**config.mk**
```make
export PLATFORM = sky130hd
export DESIGN_NAME = apb_reg_completer_flat
export DESIGN_NICKNAME = d
export VERILOG_FILES = /design/src/rtl/apb_pkg.sv /design/src/rtl/apb_reg_completer_if.sv /design/src/rtl/apb_reg_completer_reg_bank.sv /design/src/rtl/apb_reg_completer.sv /design/src/flat_wrapper.sv
export SDC_FILE = /design/constraint.sdc
export NUM_CORES = 1
export LEC_CHECK = 0
export CAP_MARGIN = 5
export CORE_ASPECT_RATIO = 1.25
export CORE_MARGIN = 2
export CORE_UTILIZATION = 45
export DETAILED_ROUTE_END_ITERATION = 12
export PLACE_DENSITY_LB_ADDON = 0.08
export SYNTH_ARGS = -nofsm -noshare
export SYNTH_HDL_FRONTEND = slang
export SYNTH_HIERARCHICAL = 1
export SYNTH_SLANG_ARGS = --single-unit
```
**constraint.sdc**
```tcl
create_clock -name clk -period 3 [get_ports clk]
set_input_delay 0.6 -clock clk [delete_from_list [all_inputs] [get_ports clk]]
set_output_delay 0.6 -clock clk [all_outputs]
set_load 0.03 [all_outputs]
```
**src/rtl/apb_pkg.sv**
```systemverilog
// Shared APB types, widths and decode helpers for the register completer.
package apb_pkg;

    localparam int          APB_DATA_W   = 32;
    localparam int          APB_STRB_W   = 4;
    localparam logic [31:0] APB_ID_VALUE = 32'hA9B0_0001;

    typedef enum logic [1:0] {
        IDLE,
        WAIT,
        DONE
    } apb_state_e;

    // Transfer attributes captured in the setup phase.
    typedef struct packed {
        logic                  write;
        logic                  err;
        logic [APB_DATA_W-1:0] wdata;
        logic [APB_STRB_W-1:0] strb;
    } apb_req_t;

    // Error for misaligned, out-of-range, or writes to the read-only ID word.
    function automatic logic apb_access_err(input logic [1:0] lsb,
                                            input logic       above_range,
                                            input logic       write,
                                            input logic       id_hit);
        return (lsb != 2'b00) || above_range || (write && id_hit);
    endfunction

endpackage

```
**src/rtl/apb_reg_completer_if.sv**
```systemverilog
// APB link between a requester (master) and the register completer (slave).
interface apb_if
    import apb_pkg::*;
#(
    parameter int ADDR_W = 32
);
    logic                  psel_i;
    logic                  penable_i;
    logic                  pwrite_i;
    logic [ADDR_W-1:0]     paddr_i;
    logic [APB_DATA_W-1:0] pwdata_i;
    logic [APB_STRB_W-1:0] pstrb_i;
    logic                  pready_o;
    logic [APB_DATA_W-1:0] prdata_o;
    logic                  pslverr_o;

    modport master (
        output psel_i, penable_i, pwrite_i, paddr_i, pwdata_i, pstrb_i,
        input  pready_o, prdata_o, pslverr_o
    );

    modport slave (
        input  psel_i, penable_i, pwrite_i, paddr_i, pwdata_i, pstrb_i,
        output pready_o, prdata_o, pslverr_o
    );
endinterface

```
**src/rtl/apb_reg_completer_reg_bank.sv**
```systemverilog
// Register storage with byte-strobe writes and a combinational read port.
// Entry 0 is the constant ID word and is never stored.
module apb_reg_bank
    import apb_pkg::*;
#(
    parameter int          NUM_REGS = 16,
    parameter int          IDX_W    = $clog2(NUM_REGS),
    parameter logic [31:0] ID_VALUE = APB_ID_VALUE
) (
    input  logic                  clk,
    input  logic                  reset,
    input  logic                  we,
    input  logic [IDX_W-1:0]      widx,
    input  logic [APB_DATA_W-1:0] wdata,
    input  logic [APB_STRB_W-1:0] wstrb,
    input  logic [IDX_W-1:0]      ridx,
    output logic [APB_DATA_W-1:0] rdata
);
    logic [NUM_REGS-1:1][APB_DATA_W-1:0] regs;
    logic [NUM_REGS-1:0][APB_DATA_W-1:0] rd_vec;

    always_ff @(posedge clk) begin
        if (!reset) begin
            regs <= '0;
        end else if (we) begin
            for (int r = 1; r < NUM_REGS; r++) begin
                for (int b = 0; b < APB_STRB_W; b++) begin
                    if (widx == IDX_W'(r) && wstrb[b])
                        regs[r][8*b +: 8] <= wdata[8*b +: 8];
                end
            end
        end
    end

    always_comb begin
        rd_vec[0] = ID_VALUE;
        for (int r = 1; r < NUM_REGS; r++)
            rd_vec[r] = regs[r];
    end

    assign rdata = rd_vec[ridx];

endmodule

```
**src/rtl/apb_reg_completer.sv**
```systemverilog
// APB completer: setup-phase capture, programmable wait states, one-cycle
// registered response, and write commit on the edge that ends DONE.
module apb_reg_completer
    import apb_pkg::*;
#(
    parameter int          ADDR_W      = 32,
    parameter int          NUM_REGS    = 16,
    parameter int          WAIT_CYCLES = 2,
    parameter logic [31:0] ID_VALUE    = APB_ID_VALUE
) (
    input  logic clk,
    input  logic reset,
    apb_if.slave apb
);
    localparam int         IDX_W     = $clog2(NUM_REGS);
    localparam logic [3:0] WAIT_INIT = 4'(WAIT_CYCLES);

    apb_state_e            state, state_nxt;
    logic [3:0]            cnt, cnt_nxt;
    apb_req_t              req, req_nxt, req_set;
    logic [IDX_W-1:0]      idx, idx_nxt, idx_set, ridx;
    logic                  pready_q, pready_nxt;
    logic                  pslverr_q, pslverr_nxt;
    logic [APB_DATA_W-1:0] prdata_q, prdata_nxt, rdata;
    logic                  go_done, bank_we, setup, above_range;
    logic [ADDR_W-1:0]     addr;

    assign addr        = apb.paddr_i;
    assign setup       = apb.psel_i && !apb.penable_i;
    assign above_range = (addr >> (IDX_W + 2)) != '0;
    assign idx_set     = addr[2 +: IDX_W];

    always_comb begin
        req_set.write = apb.pwrite_i;
        req_set.err   = apb_access_err(addr[1:0], above_range, apb.pwrite_i,
                                       idx_set == '0);
        req_set.wdata = apb.pwdata_i;
        req_set.strb  = apb.pstrb_i;
    end

    // In IDLE the response may be produced from the transfer being captured.
    assign ridx = (state == IDLE) ? idx_set : idx;

    apb_reg_bank #(
        .NUM_REGS (NUM_REGS),
        .IDX_W    (IDX_W),
        .ID_VALUE (ID_VALUE)
    ) u_bank (
        .clk   (clk),
        .reset (reset),
        .we    (bank_we),
        .widx  (idx),
        .wdata (req.wdata),
        .wstrb (req.strb),
        .ridx  (ridx),
        .rdata (rdata)
    );

    always_ff @(posedge clk) begin
        if (!reset) begin
            state     <= IDLE;
            cnt       <= '0;
            req       <= '0;
            idx       <= '0;
            pready_q  <= 1'b0;
            pslverr_q <= 1'b0;
            prdata_q  <= '0;
        end else begin
            state     <= state_nxt;
            cnt       <= cnt_nxt;
            req       <= req_nxt;
            idx       <= idx_nxt;
            pready_q  <= pready_nxt;
            pslverr_q <= pslverr_nxt;
            prdata_q  <= prdata_nxt;
        end
    end

    always_comb begin
        state_nxt   = state;
        cnt_nxt     = cnt;
        req_nxt     = req;
        idx_nxt     = idx;
        pready_nxt  = 1'b0;
        pslverr_nxt = 1'b0;
        prdata_nxt  = '0;
        go_done     = 1'b0;
        bank_we     = 1'b0;

        case (state)
            IDLE: begin
                if (setup) begin
                    req_nxt = req_set;
                    idx_nxt = idx_set;
                    cnt_nxt = WAIT_INIT;
                    if (WAIT_CYCLES == 0) go_done   = 1'b1;
                    else                  state_nxt = WAIT;
                end
            end
            WAIT: begin
                if (!apb.psel_i) begin
                    state_nxt = IDLE;
                end else if (apb.penable_i) begin
                    if (cnt <= 4'd1) go_done = 1'b1;
                    else             cnt_nxt = cnt - 4'd1;
                end
            end
            DONE: begin
                // A dropped select here is a protocol abort: nothing commits.
                state_nxt = IDLE;
                bank_we   = apb.psel_i && req.write && !req.err;
            end
            default: state_nxt = IDLE;
        endcase

        if (go_done) begin
            state_nxt   = DONE;
            pready_nxt  = 1'b1;
            pslverr_nxt = req_nxt.err;
            prdata_nxt  = (!req_nxt.write && !req_nxt.err) ? rdata : '0;
        end
    end

    assign apb.pready_o  = pready_q;
    assign apb.pslverr_o = pslverr_q;
    assign apb.prdata_o  = prdata_q;

endmodule

```
**src/flat_wrapper.sv**
```systemverilog
// flat-port wrapper written by rule: the top's interface ports become plain ports
module apb_reg_completer_flat import apb_pkg::*;
#(
    parameter int          ADDR_W      = 32,
    parameter int          NUM_REGS    = 16,
    parameter int          WAIT_CYCLES = 2,
    parameter logic [31:0] ID_VALUE    = APB_ID_VALUE
)
  (clk, reset, apb_psel_i, apb_penable_i, apb_pwrite_i, apb_paddr_i, apb_pwdata_i, apb_pstrb_i, apb_pready_o, apb_prdata_o, apb_pslverr_o);
  apb_if #(.ADDR_W(ADDR_W)) apb_i ();
  input  logic clk;
  input  logic reset;
  input wire logic [$bits(apb_i.psel_i)-1:0] apb_psel_i;
  input wire logic [$bits(apb_i.penable_i)-1:0] apb_penable_i;
  input wire logic [$bits(apb_i.pwrite_i)-1:0] apb_pwrite_i;
  input wire logic [$bits(apb_i.paddr_i)-1:0] apb_paddr_i;
  input wire logic [$bits(apb_i.pwdata_i)-1:0] apb_pwdata_i;
  input wire logic [$bits(apb_i.pstrb_i)-1:0] apb_pstrb_i;
  output wire logic [$bits(apb_i.pready_o)-1:0] apb_pready_o;
  output wire logic [$bits(apb_i.prdata_o)-1:0] apb_prdata_o;
  output wire logic [$bits(apb_i.pslverr_o)-1:0] apb_pslverr_o;
  assign apb_i.psel_i = apb_psel_i;
  assign apb_i.penable_i = apb_penable_i;
  assign apb_i.pwrite_i = apb_pwrite_i;
  assign apb_i.paddr_i = apb_paddr_i;
  assign apb_i.pwdata_i = apb_pwdata_i;
  assign apb_i.pstrb_i = apb_pstrb_i;
  assign apb_pready_o = apb_i.pready_o;
  assign apb_prdata_o = apb_i.prdata_o;
  assign apb_pslverr_o = apb_i.pslverr_o;
  apb_reg_completer #(.ADDR_W(ADDR_W), .NUM_REGS(NUM_REGS), .WAIT_CYCLES(WAIT_CYCLES), .ID_VALUE(ID_VALUE)) u_core (.clk(clk), .reset(reset), .apb(apb_i));
endmodule
```
==> metrics.yaml, run 1 <==
power:
  power_density_nw_per_um2: 546
  ir_worst_vdd_mv: 0.601
  finalPower_w: 0.0163
  leakage_nw: 10.4
final_layout:
  multi_input_area_um2: 13100
  area.sequential_um2: 11300
  nets: 2734
  area_growth_syn_to_layout_pct: 17.6
  diodes: 0
  layout-drive-gt1-share: 0.163
  nFillCells: 5129
global_routing:
  grt_usage: 0.259
  grt_busiest_layer: "met2"
  grt-ovfl-total: 0
  grt_pass1_wl_um: 118000
  globalRouteMet3Util: 0.0311
  antenna_found_initial: 0
  use_met2: 0.457
  met1_usage: 0.322
  grt_start_max_net_pins: 206
  grt_pass1_vias: 19500
cts:
  ctsHtreeMaxLevel: 2
  clk_path_buf_depth: 3
  post-cts-setup-buffers: 0
  cts-resized-gates: 0
  cts.sinks: 562
  clk_latency_ns: 0.62
  clk_pin_slew_ns: 0.06
  cts_buffers: 58
  cts.root.buffer_cell: "clkbuf_16"
  holdBufCountCts: 0
  cts_tree: "done"
synthesis:
  yosysSeqAreaShare: 0.444
  netlist_top_cells_area: "dfxtp_1, mux2i_1, a21boi_0, mux4_2, nor2b_1"
  synth_cells: 2568
  yosysTopAreaCellShare: 0.444
  synth_edf_count: 0
  synth-seq-cells: 562
  yosysTopAreaCell: "dfxtp_1"
  syn_avg_cell_area_um2: 9.86
  synth_area_um2: 25300
  synth_fp_nets: 2643
  async_reset_ff_frac: 0
  synthFlopType: "dfxtp_1"
  ys_warn_count: 6
  synth.distinct_cells: 56
routing:
  drt-wirelength-per-cell_um: 22.2
  first_pass_iters: 5
  vias_per_cell: 5.63
  antenna_left: 0
  drt-total-wl_um: 76400
  drt_iter0_markers: 1468
  drc: 0
  vias: 19400
sta:
  holdWs_ns: 0.415
  skew_ns: 0.0192
  hold_viol_final: 0
  finalSetupViolCount: 0
  rsz0062_at_grt: "false"
  finalCriticalPeriod_ns: 2.81
  slew_headroom: 0.204
  finalMaxSlewViolations: 0
  setup-tns-final_ns: 0
  worst_pin_slew_ns: 1.19
  fmax_mhz: 356
  post-route-period-util: 0.936
  setup_ws_ns: 0.191
worst_setup_path:
  worstPathRequired_ns: 3.52
  crit_type: "flop to flop"
  crit_fanout: 18
  start_kind: "flop"
  cp.arrival_ns: 3.32
  cp-end-kind: "flop"
die:
  start_util: 0.454
  chipWidth_um: 216
  core_area_um2: 55800
  rows: 97
  fp.dieArea_um2: 58200
  dieHeight_um: 269
  io_pins: 107
placement:
  dpl.hpwl_um: 51600
  gp_congestion: 0.816
  pre_cts_slack_ns: -0.118
  portBuffers: 106
worst_hold_path:
  hold_class: "primary input to flop"
status:
  status: "completed"
run:
  drv_cap: 0
cells by family after synthesis:
kind of cell,synth area share
AOI/OAI and AO/OA,0.156
xor gates and xnor gates,0.00104
and+or+nand+nor,0.168
buffers and inverters,0.0401
DFF,0.444
muxes,0.190
adders and majority gates,0.000988
state kept, by name, indices dropped and copies added (netlist names):
name	flops
u_core/apb.pready_o	1
u_core/apb.pslverr_o	1
u_core/req	38
u_core/u_bank/rd_vec	480
u_core/apb.prdata_o	32
u_core/cnt	4
u_core/state	2
u_core/idx	4
layout by cell type (no fill, tap or decap), drive strengths merged, types with 3 or more instances in the layout:
master / n
nand4b: 8
o21ai: 207
mux4: 78
mux2: 28
inv: 5
bufinv: 6
o211ai: 8
nor3: 8
clkinv: 13
or3: 3
a221o: 5
a21boi: 252
a22oi: 9
nand2b: 9
nor2: 55
and2: 5
buf: 149
dfxtp: 562
nand2: 364
o221a: 19
or2: 3
mux2i: 273
nand3: 59
clkdlybuf4s50: 105
and4bb: 3
a21oi: 41
a221oi: 42
nor2b: 242
nor4: 8
and3: 33
clkbuf: 86
nand4: 6
Yosys cell counts, types with 4 or more instances:
master,n
o211ai_1,8
mux2_2,28
nand4_2,4
nor4_1,8
a21boi_0,251
mux2i_1,273
nor2_4,10
nor2_2,32
dfxtp_1,562
nand4b_4,4
and2_1,4
nand2b_1,9
nor2b_1,241
a22oi_1,9
nor2_1,13
nand2_1,363
a221oi_1,42
a221o_1,5
buf_4,12
nor3_1,7
buf_6,6
and3_1,33
a21oi_1,41
o21ai_0,207
mux4_2,78
buf_1,4
o221a_2,17
nand3_1,56
buf_2,56
clkbuf_1,142
where the power goes:
part | total [W] | internal, W | switching, W | leakage, nW
clock | 0.00757 | 0.00448 | 0.00309 | 0.990
combinational | 0.00107 | 0.000481 | 0.000586 | 4.86
sequential | 0.00762 | 0.00749 | 0.000126 | 4.53
worst paths after layout:
check | start | to | slack, ns | depth (start not counted)
hold / removal | reset | u_core/u_bank/rd_vec[94] | 0.41 | 2
hold reg to reg | u_core/u_bank/rd_vec[84] | u_core/u_bank/rd_vec[84] | 0.47 | 2
setup / recovery | u_core/state[1] | u_core/apb.prdata_o[2] | 0.19 | 8
setup reg to reg | u_core/state[1] | u_core/apb.prdata_o[2] | 0.19 | 8
critical path, stage by stage, from the launching register on:
cell and delay (ns):
dfxtp_1 0.37, nor2_1 0.15, buf_4 0.17, mux2_2 0.35
nor2b_1 0.15, nor2b_2 0.97, a221oi_1 0.21, o221a_2 0.20
and3_1 0.14
through the flow:
step                      std cells  instance area, um2  utilization
after floorplan                2568               25300            -
after global placement         3341               27800        0.498
after detailed placement       3341               27800        0.498
after CTS                      3448               29800        0.534
after global routing           3448               29800        0.534
final                          3448               29800        0.534
layout make-up:
class                   instances  share of cell area
clock buffers                  86              0.0580
inverters                       4            0.000504
clock inverters                21             0.00890
well taps                     742              0.0312
multi-input cells            1779               0.440
flip-flops and latches        562               0.378
repair buffers                254              0.0840
layer usage:
layer  up-vias  routed length (um)
met1      9592               32600
met3       128                2740
met4         0                2730
met5         -                   0
li1       9238                   -
met2       439               38300
(Power assumes the default switching activity.)
==> run 2: changes to the inputs <==
--- a/config.mk
+++ b/config.mk
@@ -8,7 +8,7 @@
 export CAP_MARGIN = 5
 export CORE_ASPECT_RATIO = 1.25
 export CORE_MARGIN = 2
-export CORE_UTILIZATION = 45
+export CORE_UTILIZATION = 59
 export DETAILED_ROUTE_END_ITERATION = 12
 export PLACE_DENSITY_LB_ADDON = 0.08
 export SYNTH_ARGS = -nofsm -noshare
==> run 2 against run 1 <==
  * Flip-flop and latch count stayed put
  * Cell count is 6.0% lower
  * Core utilization is 16 points higher
  * Sequential share of layout area is 0.61 points higher
  * Global-route usage is 6.2 points higher
  * Cell area is 1.6% lower
  * Fmax is 1.3% lower
  * Worst hold slack worse by 0.098 ns
  * Combinational power hardly changed
  * Non-clock buffer count is 19 lower
  * Largest power group unchanged
==> metrics.yaml, run 2 (same netlist as run 1, synthesis figures left out) <==
sta:
  post-route-period-util: 0.949  # was 0.936
  slew_headroom: 0.147  # was 0.204
  rsz0062_at_grt: "false"  # unchanged
  setup_ws_ns: 0.154  # was 0.191 ns
  fmax_mhz: 351  # was 356 MHz
  finalCriticalPeriod_ns: 2.85  # was 2.81 ns
  skew_ns: 0.0107  # was 0.0192 ns
  hold_viol_final: 0  # unchanged
  worst_pin_slew_ns: 1.28  # was 1.19 ns
  finalMaxSlewViolations: 0  # unchanged
  setup-tns-final_ns: 0  # unchanged
  finalSetupViolCount: 0  # unchanged
global_routing:
  grt_pass1_wl_um: 112000  # was 118000 um
  grt-ovfl-total: 0  # unchanged
  grt_start_max_net_pins: 285  # was 206
  grt_pass1_vias: 19700  # was 19500
  grt_usage: 0.320  # was 0.259
  antenna_found_initial: 0  # unchanged
routing:
  drt-wirelength-per-cell_um: 22.4  # was 22.2 um
  vias: 19800  # was 19400
  drc: 0  # unchanged
  drt_iter0_markers: 1681  # was 1468
  first_pass_iters: 6  # was 5
  drt-total-wl_um: 72700  # was 76400 um
  antenna_left: 0  # unchanged
  vias_per_cell: 6.11  # was 5.63
cts:
  clk_pin_slew_ns: 0.06  # about the same
  clk_path_buf_depth: 3  # unchanged
  post-cts-setup-buffers: 0  # unchanged
  cts.sinks: 562  # unchanged
  cts_buffers: 55  # was 58
  clk_latency_ns: 0.61  # was 0.62 ns
  cts.root.buffer_cell: "clkbuf_16"  # unchanged
  cts_tree: "done"  # unchanged
  ctsHtreeMaxLevel: 2  # unchanged
worst_setup_path:
  crit_slowest_cell: "mux2_4"  # was nor2b_2
  cp.arrival_ns: 3.39  # was 3.32 ns
  path_cells: "nor2_1 -> mux2_4 -> buf_4 -> nor2b_1 -> buf_4 -> a221oi_1 -> a221oi_1 -> o221a_1 -> and3_1"  # was nor2_1 -> buf_4 -> mux2_2 -> nor2b_1 -> nor2b_2 -> a221oi_1 -> o221a_2 -> and3_1
  cpPeakStageDelay_ns: 0.44  # was 0.97 ns
  crit_type: "flop to flop"  # unchanged
  start_kind: "flop"  # unchanged
  cp-end-kind: "flop"  # unchanged
  crit_fanout: 11  # was 18
  worstPathRequired_ns: 3.54  # was 3.52 ns
final_layout:
  final_common_cell: "dfxtp_1"  # unchanged
  nFillCells: 3283  # was 5129
  nets: 2712  # was 2734
  largest_reg_flops: 480  # unchanged
  layout-drive-gt1-share: 0.156  # was 0.163
  final_cell_mix: "dfxtp_1, nand2_1, mux2i_1"  # unchanged
  final_cells: 3240  # was 3448
  area_growth_syn_to_layout_pct: 15.8  # was 17.6%
  design_area_um2: 29300  # was 29800 um2
  diodes: 0  # unchanged
placement:
  pre_cts_slack_ns: -0.140  # was -0.118 ns
  dpl_cell_area_um2: 27500  # was 27800 um2
  dp.cells: 3139  # was 3341
  portBuffers: 106  # unchanged
  gp_congestion: 0.862  # was 0.816
  dpl.hpwl_um: 48100  # was 51600 um
run:
  drv_cap: 0  # unchanged
die:
  io_pins: 107  # unchanged
  core_area_um2: 42300  # was 55800 um2
  chipWidth_um: 189  # was 216 um
  rows: 84  # was 97
  start_util: 0.599  # was 0.454
  dieHeight_um: 236  # was 269 um
  fp.dieArea_um2: 44600  # was 58200 um2
worst_hold_path:
  hold_class: "primary input to flop"  # unchanged
status:
  status: "completed"  # unchanged
power:
  leakage_nw: 10.2  # was 10.4 nW
  ir_worst_vdd_mv: 0.487  # was 0.601 mV
  power_density_nw_per_um2: 538  # was 546 nW/um2
  finalPower_w: 0.0158  # was 0.0163 W
[run 2: changes by cell type in the layout (fill, tap and decap cells not counted)]
| cell | change |
|---|---|
| clkbuf_8 | -6 |
| clkbuf_1 | -2 |
| inv_6 | -2 |
| buf_12 | +4 |
| clkbuf_16 | -2 |
| clkinv_4 | +1 |
| clkinv_2 | +6 |
| buf_4 | -23 |
| bufinv_16 | -1 |
[run 2: worst max-delay path: cells and delay by family, from the launching register on]
kind / cells / cell delay, ns
muxes: 1 / 0.44
DFF: 1 / 0.36
AOI/OAI and AO/OA: 3 / 0.79
buffers and inverters: 2 / 0.41
and+or+nand+nor: 3 / 0.76
[run 2: what timing repair did]
action                     CTS  global route
gates resized for setup      0             1
hold buffers                 0             0
setup endpoints to repair    0             2
[run 2: worst paths after layout]
kind	slack, ns	depth (start not counted)	from	endpoint
setup / recovery	0.15	9	u_core/state[1]	u_core/apb.prdata_o[14]
hold / removal	0.32	3	reset	u_core/apb.pready_o
hold reg to reg	0.47	2	u_core/u_bank/rd_vec[86]	u_core/u_bank/rd_vec[86]
setup reg to reg	0.15	9	u_core/state[1]	u_core/apb.prdata_o[14]
[run 2: per-stage QoR]
step,util,hold WS [ns]
2_1_floorplan,-,0.441
3_3_place_gp,0.650,0.448
3_5_place_dp,0.650,0.459
4_1_cts,0.694,0.292
5_1_grt,0.694,0.326
6_report,0.694,0.317
[run 2: cell type report]
| class | instances | area [um2] | area share |
|---|---|---|---|
| inverter | 4 | 15.0 | 0.000512 |
| tap | 559 | 699 | 0.0239 |
| sequential | 562 | 11300 | 0.384 |
| clock inverter | 25 | 256 | 0.00875 |
| multi-input combinational | 1779 | 13100 | 0.447 |
| timing repair buffer | 235 | 2410 | 0.0822 |
| clock buffer | 76 | 1590 | 0.0542 |
[run 2: metal layers]
| metal | vias to the layer above | GRT usage | part of all wire |
|---|---|---|---|
| li1 | 9180 | - | - |
| met1 | 9730 | 0.392 | 0.40 |
| met2 | 695 | 0.548 | 0.49 |
| met3 | 199 | 0.0385 | 0.051 |
| met4 | 0 | 0.176 | 0.056 |
| met5 | - | 0 | 0 |
[run 2: where the power goes]
group	internal [W]	switching, W	total (W)	leakage [nW]
clock network	0.00412	0.00296	0.00707	0.924
registers	0.00749	0.000126	0.00762	4.53
logic	0.000485	0.000585	0.00107	4.79
total	0.0121	0.00367	0.0158	10.2
==> run 3: changes to the inputs <==
--- a/config.mk
+++ b/config.mk
@@ -7,8 +7,8 @@
 export LEC_CHECK = 0
 export CAP_MARGIN = 5
 export CORE_ASPECT_RATIO = 1.25
-export CORE_MARGIN = 2
-export CORE_UTILIZATION = 59
+export CORE_MARGIN = 5
+export CORE_UTILIZATION = 55
 export DETAILED_ROUTE_END_ITERATION = 12
 export PLACE_DENSITY_LB_ADDON = 0.08
 export SYNTH_ARGS = -nofsm -noshare
==> constraint.sdc (replaced) <==
create_clock -name clk -period 2.6 [get_ports clk]
set_input_delay 0.52 -clock clk [delete_from_list [all_inputs] [get_ports clk]]
set_output_delay 0.52 -clock clk [all_outputs]
set_load 0.03 [all_outputs]
==> run 3 against run 2 <==
  * Register-to-register slack got worse by 0.06 ns
  * Core utilization decreased by 3.0 points
  * Die area increased by 13%
  * Largest cell class unchanged
  * Worst hold slack got worse by 0.098 ns
  * Global-route usage decreased by 3.4 points
  * Clock power increased by 20%
  * Via count increased by 1.3%
  * Combinational power increased by 22%
  * Routed wire length increased by 2.2%
  * Highest routed layer unchanged
  * Cell count increased by 4.5%
  * First-iteration DRC count decreased by 22%
==> metrics.yaml, run 3 (same netlist as run 1, synthesis figures left out) <==
worst_setup_path:
  cp.arrival_ns: 3.04  # was 3.39 ns
  start_kind: "flop"  # unchanged
  crit_buf_inv: 3  # was 2
  worstPathRequired_ns: 3.14  # was 3.54 ns
  cp-end-kind: "flop"  # unchanged
  cpPeakStageDelay_ns: 0.44  # about the same
  crit_slowest_cell: "mux2_4"  # unchanged
  path_cells: "nor2_1 -> buf_4 -> mux2_4 -> buf_12 -> and2_1 -> buf_12 -> a221oi_1 -> o221a_2 -> and3_1"  # was nor2_1 -> mux2_4 -> buf_4 -> nor2b_1 -> buf_4 -> a221oi_1 -> a221oi_1 -> o221a_1 -> and3_1
  crit_fanout: 16  # was 11
  critPathTopFamily: "compound AO/OA/AOI/OAI gates"  # unchanged
  crit_type: "flop to flop"  # unchanged
  cpMostUsedCell: "buf_12"
routing:
  vias_per_cell: 5.93  # was 6.11
  vias: 20100  # was 19800
  drt_iter0_markers: 1315  # was 1681
  drc: 0  # unchanged
  first_pass_iters: 5  # was 6
  drt-total-wl_um: 74300  # was 72700 um
  antenna_left: 0  # unchanged
  drt-wirelength-per-cell_um: 21.9  # was 22.4 um
global_routing:
  antenna_found_initial: 0  # unchanged
  grt-ovfl-total: 0  # unchanged
  grt_pass1_wl_um: 116000  # was 112000 um
  grt_pass1_vias: 20400  # was 19700
  grt_usage: 0.287  # was 0.320
  grt_start_max_net_pins: 171  # was 285
power:
  ir_worst_vdd_mv: 0.616  # was 0.487 mV
  leakage_nw: 10.9  # was 10.2 nW
  power_density_nw_per_um2: 608  # was 538 nW/um2
status:
  status: "completed"  # unchanged
sta:
  finalSetupViolCount: 0  # unchanged
  post-route-period-util: 0.962  # was 0.949
  finalCriticalPeriod_ns: 2.50  # was 2.85 ns
  fmax_mhz: 400  # was 351 MHz
  slew_headroom: 0.273  # was 0.147
  setup_ws_ns: 0.0983  # was 0.154 ns
  skew_ns: 0.0142  # was 0.0107 ns
  finalMaxSlewViolations: 0  # unchanged
  worst_pin_slew_ns: 1.09  # was 1.28 ns
  setup-tns-final_ns: 0  # unchanged
  hold_viol_final: 0  # unchanged
  rsz0062_at_grt: "false"  # unchanged
die:
  core_area_um2: 45900  # was 42300 um2
  fp.dieArea_um2: 50500  # was 44600 um2
  start_util: 0.552  # was 0.599
  dieHeight_um: 250  # was 236 um
  chipWidth_um: 202  # was 189 um
  io_pins: 107  # unchanged
  rows: 88  # was 84
cts:
  ctsHtreeMaxLevel: 2  # unchanged
  holdBufCountCts: 0  # unchanged
  cts.root.buffer_cell: "clkbuf_16"  # unchanged
  cts_buffers: 56  # was 55
  cts_tree: "done"  # unchanged
  post-cts-setup-buffers: 0  # unchanged
  clk_path_buf_depth: 3  # unchanged
  cts-resized-gates: 0  # unchanged
  clk_pin_slew_ns: 0.06  # about the same
  cts.sinks: 562  # unchanged
  clk_latency_ns: 0.61  # about the same
final_layout:
  nFillCells: 3657  # was 3283
  area.sequential_um2: 11300  # unchanged
  diodes: 0  # unchanged
  multi_input_area_um2: 13100  # about the same
  nets: 2833  # was 2712
  final_common_cell: "dfxtp_1"  # unchanged
  final_cell_mix: "dfxtp_1, nand2_1, mux2i_1"  # unchanged
  layout-drive-gt1-share: 0.194  # was 0.156
  area_growth_syn_to_layout_pct: 20.5  # was 15.8%
  largest_reg_flops: 480  # unchanged
placement:
  portBuffers: 106  # unchanged
  pre_cts_slack_ns: -0.194  # was -0.140 ns
  dpl.hpwl_um: 51500  # was 48100 um
  gp_congestion: 0.855  # was 0.862
run:
  drv_cap: 0  # unchanged
worst_hold_path:
  hold_class: "primary input to flop"  # unchanged
==> run 3: where the power goes <==
| group | switching [W] | total [W] | leakage [nW] | internal [W] |
|---|---|---|---|---|
| registers | 0.000148 | 0.00879 | 4.53 | 0.00865 |
| logic | 0.000691 | 0.00131 | 5.43 | 0.000619 |
| clock network | 0.00346 | 0.00846 | 0.957 | 0.00500 |
==> run 3: area by class of cell <==
type	instances	share of cell area
Timing Repair Buffer	355	0.114
Multi-Input combinational cell	1779	0.429
Clock inverter	28	0.0107
Inverter	4	0.000492
Sequential cell	562	0.369
Tap cell	585	0.0240
Clock buffer	73	0.0523
==> run 3: worst paths after layout <==
check                                         startpoint                   endpoint  slack (ns)  cells after the start
worst max-delay path                     u_core/state[0]     u_core/apb.prdata_o[6]         0.1                      9
worst max register to register           u_core/state[0]     u_core/apb.prdata_o[6]         0.1                      9
worst min-delay path                               reset  u_core/u_bank/rd_vec[382]        0.22                      2
worst min register to register  u_core/u_bank/rd_vec[67]   u_core/u_bank/rd_vec[67]        0.47                      2
==> run 3: worst register-to-register path: stages (launching register included) <==
cell and delay, ns:
dfxtp_1 0.41, nor2_1 0.06, buf_4 0.16, mux2_4 0.44, buf_12 0.22, and2_1 0.19, buf_12 0.16, a221oi_1 0.40
o221a_2 0.25, and3_1 0.14
==> run 3: per-layer routing <==
metal	share of wire	routed length, um	global-route usage
met1	0.41	30700	0.353
met5	0	0	0
met2	0.50	37300	0.504
met3	0.041	3040	0.0320
met4	0.044	3280	0.130
==> run 3: metrics by stage <==
step / utilization / instances / instance area, um2 / hold WS (ns) / power (W)
detailed placement: 0.623 / 3285 / 28600 / 0.459 / 0.0103
floorplan: - / 2568 / 25300 / 0.441 / 0.00970
global placement: 0.623 / 3285 / 28600 / 0.449 / 0.0103
global route: 0.664 / 3386 / 30500 / 0.208 / 0.0191
finish: 0.664 / 3386 / 30500 / 0.219 / 0.0186
CTS: 0.664 / 3386 / 30500 / 0.193 / 0.0187
